$ cat src/rtl/mcdf_pkg.sv
// Shared types and constants for the MCDF channel arbiter slice.
// Latency: n/a (declarations and a pure decode function only).
// Backpressure: n/a.
// Contents: arbiter state enum, channel/data/counter widths, burst length decode.
package mcdf_pkg;

  localparam int CH_NUM = 3;
  localparam int DATA_W = 32;
  localparam int CNT_W  = 5;

  typedef enum logic {
    IDLE  = 1'b0,
    BURST = 1'b1
  } state_e;

  // Burst length code to (length - 1), so it loads straight into the beat
  // counter and the last beat is the one where the counter reads zero.
  function automatic logic [CNT_W-1:0] len_m1(input logic [1:0] code);
    logic [CNT_W-1:0] r;
    r = 5'd3;
    case (code)
      2'd0:    r = 5'd3;
      2'd1:    r = 5'd7;
      2'd2:    r = 5'd15;
      default: r = 5'd31;
    endcase
    return r;
  endfunction

endpackage

$ cat src/rtl/mcdf_rr_picker.sv
// Combinational 3-way round-robin select over the request vector.
// Latency: zero cycles (pure combinational).
// Backpressure: none; result is consumed only when the arbiter is idle.
// Ports: req_i request vector, rr_ptr_i last-served channel,
//        gnt_vld_o any request present, gnt_idx_o selected channel.
module mcdf_rr_picker
  import mcdf_pkg::*;
(
  input  logic [CH_NUM-1:0] req_i,
  input  logic [1:0]        rr_ptr_i,
  output logic              gnt_vld_o,
  output logic [1:0]        gnt_idx_o
);

  function automatic logic [1:0] nxt(input logic [1:0] p);
    return (p >= 2'd2) ? 2'd0 : p + 2'd1;
  endfunction

  logic [1:0] base;
  logic [1:0] c0;
  logic [1:0] c1;
  logic [1:0] c2;

  always_comb begin
    // A pointer of 3 cannot occur; fold it onto 2 so every candidate indexes
    // a real channel.
    base = (rr_ptr_i > 2'd2) ? 2'd2 : rr_ptr_i;
    // Search order: the channel after the last-served one first, the
    // last-served channel itself last.
    c0 = nxt(base);
    c1 = nxt(c0);
    c2 = base;

    gnt_vld_o = 1'b0;
    gnt_idx_o = 2'd0;
    if (req_i[c0]) begin
      gnt_vld_o = 1'b1;
      gnt_idx_o = c0;
    end else if (req_i[c1]) begin
      gnt_vld_o = 1'b1;
      gnt_idx_o = c1;
    end else if (req_i[c2]) begin
      gnt_vld_o = 1'b1;
      gnt_idx_o = c2;
    end
  end

endmodule

$ cat src/rtl/mcdf_chnl_arbiter.sv
// Round-robin burst arbiter merging three channel streams onto one output.
// Latency: one IDLE cycle to grant, then zero-cycle pass-through per beat.
// Backpressure: out_ready routes straight to the granted channel's ready;
//               a granted channel dropping valid stalls the burst in place.
// Ports: clk/reset (sync, active-high); chN_data/chN_valid/chN_ready channel
//        inputs; cfg_en enable mask and cfg_pkt_len length code, sampled at
//        grant; out_data/out_valid/out_ready/out_id/out_sop/out_eop toward the
//        formatter; busy high while a burst is in progress.
module mcdf_chnl_arbiter
  import mcdf_pkg::*;
(
  input  logic              clk,
  input  logic              reset,
  input  logic [DATA_W-1:0] ch0_data,
  input  logic [DATA_W-1:0] ch1_data,
  input  logic [DATA_W-1:0] ch2_data,
  input  logic              ch0_valid,
  input  logic              ch1_valid,
  input  logic              ch2_valid,
  output logic              ch0_ready,
  output logic              ch1_ready,
  output logic              ch2_ready,
  input  logic [2:0]        cfg_en,
  input  logic [1:0]        cfg_pkt_len,
  output logic [DATA_W-1:0] out_data,
  output logic              out_valid,
  input  logic              out_ready,
  output logic [1:0]        out_id,
  output logic              out_sop,
  output logic              out_eop,
  output logic              busy
);

  state_e            state_q, state_d;
  logic [1:0]        grant_q, grant_d;
  logic [1:0]        rr_ptr_q, rr_ptr_d;
  logic [CNT_W-1:0]  cnt_q, cnt_d;
  logic              sop_q, sop_d;

  logic [CH_NUM-1:0] ch_valid;
  logic [CH_NUM-1:0] ch_ready;
  logic [CH_NUM-1:0] req;
  logic              pick_vld;
  logic [1:0]        pick_idx;
  logic              gnt_valid;
  logic [DATA_W-1:0] gnt_data;
  logic              in_burst;
  logic              xfer;

  assign ch_valid = {ch2_valid, ch1_valid, ch0_valid};
  assign req      = ch_valid & cfg_en;

  mcdf_rr_picker u_picker (
    .req_i     (req),
    .rr_ptr_i  (rr_ptr_q),
    .gnt_vld_o (pick_vld),
    .gnt_idx_o (pick_idx)
  );

  // Payload mux of the registered grant.
  always_comb begin
    gnt_valid = 1'b0;
    gnt_data  = '0;
    case (grant_q)
      2'd0: begin
        gnt_valid = ch0_valid;
        gnt_data  = ch0_data;
      end
      2'd1: begin
        gnt_valid = ch1_valid;
        gnt_data  = ch1_data;
      end
      2'd2: begin
        gnt_valid = ch2_valid;
        gnt_data  = ch2_data;
      end
      default: begin
        gnt_valid = 1'b0;
        gnt_data  = '0;
      end
    endcase
  end

  // Outputs are masked by reset directly so an asserted reset silences the
  // interface in the same cycle, even before the state register clears.
  assign in_burst = (state_q == BURST) && !reset;

  always_comb begin
    out_valid = in_burst & gnt_valid;
    out_data  = in_burst ? gnt_data : '0;
    out_id    = in_burst ? grant_q : 2'd0;
    out_sop   = out_valid & sop_q;
    out_eop   = out_valid & (cnt_q == '0);
    busy      = in_burst;
    for (int i = 0; i < CH_NUM; i++) begin
      ch_ready[i] = in_burst && (grant_q == 2'(i)) && out_ready;
    end
  end

  assign ch0_ready = ch_ready[0];
  assign ch1_ready = ch_ready[1];
  assign ch2_ready = ch_ready[2];

  assign xfer = out_valid & out_ready;

  // Next-state logic.
  always_comb begin
    state_d  = state_q;
    grant_d  = grant_q;
    rr_ptr_d = rr_ptr_q;
    cnt_d    = cnt_q;
    sop_d    = sop_q;
    case (state_q)
      IDLE: begin
        // Enable mask and length are captured here only; later changes do
        // not reach a burst already in flight.
        if (pick_vld) begin
          state_d = BURST;
          grant_d = pick_idx;
          cnt_d   = len_m1(cfg_pkt_len);
          sop_d   = 1'b1;
        end
      end
      BURST: begin
        if (xfer) begin
          sop_d = 1'b0;
          if (cnt_q == '0) begin
            state_d  = IDLE;
            rr_ptr_d = grant_q;
          end else begin
            cnt_d = cnt_q - 5'd1;
          end
        end
      end
      default: state_d = IDLE;
    endcase
  end

  always_ff @(posedge clk) begin
    if (reset) begin
      state_q  <= IDLE;
      grant_q  <= 2'd0;
      rr_ptr_q <= 2'd2;
      cnt_q    <= '0;
      sop_q    <= 1'b1;
    end else begin
      state_q  <= state_d;
      grant_q  <= grant_d;
      rr_ptr_q <= rr_ptr_d;
      cnt_q    <= cnt_d;
      sop_q    <= sop_d;
    end
  end

  // Only three channels exist; index 3 would select nothing and stall forever.
  a_grant_range: assert property (@(posedge clk) disable iff (reset) grant_q != 2'd3);

endmodule
$ cat config.mk
export PLATFORM = sky130hd
export DESIGN_NAME = mcdf_chnl_arbiter
export DESIGN_NICKNAME = d
export VERILOG_FILES = /design/src/rtl/mcdf_pkg.sv /design/src/rtl/mcdf_rr_picker.sv /design/src/rtl/mcdf_chnl_arbiter.sv
export SDC_FILE = /design/constraint.sdc
export NUM_CORES = 1
export LEC_CHECK = 0
export BUFFER_PORTS_ARGS = -buffer_cell sky130_fd_sc_hd__buf_2
export CORE_MARGIN = 2
export CORE_UTILIZATION = 33
export CTS_CLUSTER_DIAMETER = 100
export DETAILED_ROUTE_END_ITERATION = 6
export PLACE_DENSITY = 0.9
export SYNTH_ARGS = -nofsm -noshare
export SYNTH_HDL_FRONTEND = slang
export SYNTH_HIERARCHICAL = 1
export SYNTH_SLANG_ARGS = --single-unit
$ cat constraint.sdc
create_clock -name clk -period 1.55 [get_ports clk]
set_input_delay 0.3875 -clock clk [delete_from_list [all_inputs] [get_ports clk]]
set_output_delay 0.3875 -clock clk [all_outputs]
set_load 0.005 [all_outputs]
-- Word-level counts from Yosys, hierarchy flattened
Cells that the tools add are included.
- input bits: 107
- bits in registers: 11
- logic and storage cells: 73
- output and inout bits: 41
- reduce and logical (&&, ||, !) cells: 15
- equal/unequal tests: 7
- bitwise operators: 6
- $add $sub $neg: 3
- muxes and demuxes: 31
- $lt $le $gt $ge: 6
- operators by type and width (operator ; count):
    32-bit case mux with 3 select lines ; 1
    32-bit 2-to-1 mux ; 1
    5-bit 2-to-1 mux ; 3
    5-bit case mux with 3 select lines ; 1
    2-bit 2-to-1 mux ; 7
    1-bit 2-to-1 mux ; 11
    5-bit case mux with 2 select lines ; 1
    2-bit by 3-bit less-than comparator with 1-bit output, second input constant ; 3
    1-bit logical AND ; 7
    1-bit binary-select mux with 2-bit select ; 3
    3-bit AND reduction ; 2
    5-bit zero test ; 1
    5-bit by 1-bit subtractor with 5-bit output, second input constant ; 1
    2-bit by 1-bit adder with 2-bit output, second input constant ; 2
    1-bit bitwise AND ; 4
    2-bit by 1-bit equality test with 1-bit output, second input constant ; 2
    2-bit equality test, second input constant ; 2
    2-bit greater-or-equal comparator, second input constant ; 2
    2-bit zero test ; 2
    2-bit inequality test, second input constant ; 2
    1-bit case mux with 2 select lines ; 2
    2-bit AND reduction ; 2
    3-bit bitwise AND ; 1
    1-bit case mux with 3 select lines ; 1
    4 further kinds ; 4

-- Depth between registers and ports, before layout
- word-level depth: 12
- mapped depth: 7
- mapped depth without buffers: 6

-- Cells and area by module
Netlist, hierarchy kept.
- modules (own cells, without submodules) (module ; sequential area each (um^2) ; area each (um^2) ; cells each ; instances):
    mcdf_chnl_arbiter ; 220.2 ; 1456.4 ; 228 ; 1
    mcdf_rr_picker ; 0.0 ; 50.0 ; 8 ; 1

-- Least setup slack after synthesis
OpenSTA, ideal clock, no wires.
- path kind: register -> register
- start: reg cnt_q[0]
- end: reg rr_ptr_q[1]
- slack: -129 ps
- stages on the path, launching flop included: 6
- required time: 1430 ps
- library setup time: 120 ps
- period minus slack after synthesis: 1679 ps
- path buffers: 0
- arrival time: 1559 ps
- cells stage by stage: dfxtp_1 > inv_1 > ha_1 > or4b_4 > o31a_1 > a211o_1
- word-level cells in the longest chain between the ends: 2
- ends and longest elaborated chain (what ; RTL line ; RTL):
    start, declared ; mcdf_chnl_arbiter.sv:37 ; logic [CNT_W-1:0] cnt_q, cnt_d;
    start signal, assigned ; mcdf_chnl_arbiter.sv:150 ; cnt_q <= cnt_d;
    5-bit zero test ; mcdf_chnl_arbiter.sv:127 ; if (cnt_q == '0) begin
    3-bit AND reduction (no source line) ; - ;
    end signal, assigned ; mcdf_chnl_arbiter.sv:149 ; rr_ptr_q <= rr_ptr_d;
    end, declared ; mcdf_chnl_arbiter.sv:36 ; logic [1:0] rr_ptr_q, rr_ptr_d;
Every way passes these cells.
A chain may end at the register's enable or synchronous reset.

-- Worst setup path after layout
- start: reg grant_q[1]
- end: out out_eop
- word-level cells in the longest chain between the ends: 4
- elaborated cells on any way between the ends: 6
- those cells by class: eq/ne: 2; mux: 1; bitwise: 2; reduce/logical: 1
- ends and longest elaborated chain (what ; RTL line ; RTL):
    start, declared ; mcdf_chnl_arbiter.sv:35 ; logic [1:0] grant_q, grant_d;
    start signal, assigned ; mcdf_chnl_arbiter.sv:148 ; grant_q <= grant_d;
    2-bit equality test (tied with other cells) ; mcdf_chnl_arbiter.sv:64 ; case (grant_q)
    1-bit case mux with 3 select lines (*) ; mcdf_chnl_arbiter.sv:64 ;
    1-bit bitwise AND (*) ; mcdf_chnl_arbiter.sv:89 ; out_valid = in_burst & gnt_valid;
    1-bit bitwise AND (*) ; mcdf_chnl_arbiter.sv:93 ; out_eop = out_valid & (cnt_q == '0);
    end, declared ; mcdf_chnl_arbiter.sv:30 ; output logic out_eop,
Mark *: on every way between the ends. The rest lies on a longest branch, timed or not.

==> flow_summary.ini <==
[outcome]
status = finished, violations left
failed_checks = negative setup slack

[floorplan]
fp.dieW_um = 71.6
fp.dieArea_sq_um = 5120
fp-row-count = 24
die_y_um = 71.6
start_util_pct = 34.4
io_pins = 148
core-area_sq_um = 4380

[power]
intPower_uw = 908
vdd_drop_max_v = 0.000572
p_seq_share_pct = 22.4
p_clk_share_pct = 20.8
power.density_nw_per_um2 = 468
p_leak_nw = 1.50
pwr-share-comb_pct = 56.8
p_switching_uw = 530
swShare_pct = 36.8

[worst_setup_path]
regToRegEndpoint = rr_ptr_q[1]
critPathLaunch = grant_q[1]
r2r_cells = 6
path_max_fanout = 4
crit_type = register to output port
cp-endpoint = out_eop
rrSetupSlack_ns = -0.24
cp.arrival_ns = 1.52
crit_path_end_kind = output port
r2r-start = cnt_q[1]
crit_path_start_kind = register
required_ns = 1.16

[clock_tree]
cts_buffers = 3
clock-sinks = 11
clk-insertion-delay-late_ns = 0.24
htreeDepth = 1
tritoncts = yes
clockBufferDepth = 2
holdBufCountCts = 0
cts_root_buf = clkbuf_8
clkSlewWorstSetupHoldPaths_ns = 0.05

[yosys]
synth_ff_type = dfxtp_1
netlist.top_cell.by_area = mux2i_1
synth_area_sq_um = 1510
synth_edf_count = 0
synthCells = 236
syn_avg_cell_area_sq_um = 6.38
syn_nets = 344
ys_types = 37
synth-seq-cells = 11
async_reset_ff_share_pct = 0
ys_warn_count = 6
ys_seq_area_share_pct = 14.6
synth_top_area_share_pct = 22.6
synthTopCellsByArea = mux2i_1 (23%), nor2_1 (18%), dfxtp_1 (15%)

[sta]
maxSlewHeadroom_pct = 80.0
hold_viol_final = 0
fin_ws_ns = -0.361
finalSetupViolCount = 45
slew_viol_final = 0
fin_worst_skew_ns = 0.00205
fmaxAchievable_mhz = 523
fin_crit_ns = 1.91
rsz0062_at_grt = true
finalCritPeriodShare_pct = 123
worst_pin_slew_ns = 0.296

[cells_and_area]
nets = 526
drive_above_1_share_pct = 56.8
fin_area_sq_um = 3070
antenna_cells = 0
syn2layout_area_growth_pct = 104
final_util_pct = 70.0

[drt]
wirelength_um = 7290
drt_first_iter_violations = 91
vias_per_cell = 5.25
num_vias = 2463
dr.pass1.iters = 4
drc = 0
drtAntennaViolNets = 0
wl_per_cell_um = 15.6

[worst_hold_path]
hold_depth = 3
worstHoldStart = reset
hp-class = primary input to register

[global_routing]
grt.total_usage_pct = 24.4
gr-total-overflow = 0
grt_pass1_wl_um = 10200
grt_max_degree = 25
antenna_found_initial = 0
first_global_vias = 2316

[placement]
dpl_cell_area_sq_um = 2520
pre_cts_ws_ns = -0.220
gp_congestion = 0.906
io_buffers = 147
dpl.hpwl_um = 4910

[flow_run]
cap_violations = 0
==> placed cells by master, fill, tap and decap left out, types with 2 or more instances in the layout <==
cell         n
clkbuf_16    5
nor3_1       3
nand2b_1     3
a21oi_1     28
and2_1       5
nand2_1      8
buf_12       4
o31ai_4      2
nor2_1      70
a211oi_1     2
mux2i_1     33
buf_6       11
a21oi_2     10
nor2b_1      3
inv_2        3
nor4b_4      2
buf_4       28
clkbuf_8     3
buf_2      145
dfxtp_1      7
nor2b_4      2
nor3_4       3
dfxtp_4      3
==> what timing repair did <==
item | CTS | global route
pin swaps | 5 | 19
cloned | 0 | 6
buffers inserted | 7 | 10
gates resized for setup | 26 | 39
endpoints found under the setup margin | 47 | 50
==> power by group through the flow <==
stage | Sequential [mW] | Clock (mW) | Combinational, mW
floorplan | 0.324 | 0 | 0.319
finish | 0.323 | 0.299 | 0.816
CTS | 0.323 | 0.301 | 0.699
global placement | 0.328 | 0 | 0.618
detailed placement | 0.328 | 0 | 0.642
global route | 0.324 | 0.323 | 0.882
==> per-layer routing <==
layer	part of all wire, %	track usage, %
met2	53	46.2
met4	1.9	7.97
met3	7.2	5.34
met1	37	26.6
met5	0	0
==> Yosys cell counts (2+ instances only) <==
master	number
mux2i_1	34
nor4b_1	2
dfxtp_1	11
clkbuf_1	11
inv_1	5
nor2b_1	5
nand2b_1	4
and3_1	2
a211oi_1	2
nand2_1	9
nor2_1	71
o31ai_1	2
buf_2	5
nand3_1	2
nor3_1	6
and2_1	6
a21oi_1	39
==> critical path, stage by stage (launching register included) <==
cell and delay, ns:
dfxtp_4 0.36, buf_6 0.14, mux2i_4 0.18, mux2_4 0.31, nor3_4 0.15, buf_2 0.14
==> flip-flops by register name, summed over array words and instances, names as in the netlist <==
register  cells
rr_ptr_q      2
state_q       1
sop_q         1
grant_q       2
cnt_q         5
==> area by class of cell <==
type	instances	area (sq um)
repair buffers	194	1280
fillers	352	1310
well taps	52	65.1
clock buffers	4	45.0
flip-flops and latches	11	233
multi-input cells	203	1420
inverters	5	23.8
==> cell families after synthesis <==
group           count (synthesis)  share of synthesized area, %
buf+inv                        22                          5.90
mux                            35                          23.3
simple gates                  112                          33.6
compound gates                 55                          21.8
fa+ha+maj                       1                         0.830
flops                          11                          14.6
==> metrics by stage <==
step	TNS, ns	hold slack (ns)	power (mW)	cells
global placement	-2.59	0.461	0.946	447
detailed placement	-3.28	0.478	0.969	447
finish	-10.59	0.441	1.44	469
global route	-13.98	0.451	1.53	469
CTS	-8.81	0.422	1.32	457
floorplan	-0.0497	0.452	0.643	236
==> how the worst min path moves through the flow <==
stage / to / slack (ns)
floorplan: rr_ptr_q[0] / 0.45
global placement: rr_ptr_q[0] / 0.46
detailed placement: sop_q / 0.48
CTS: cnt_q[1] / 0.42
global route: cnt_q[1] / 0.45
finish: cnt_q[1] / 0.44
No activity file was read; power rests on OpenSTA's default activity.
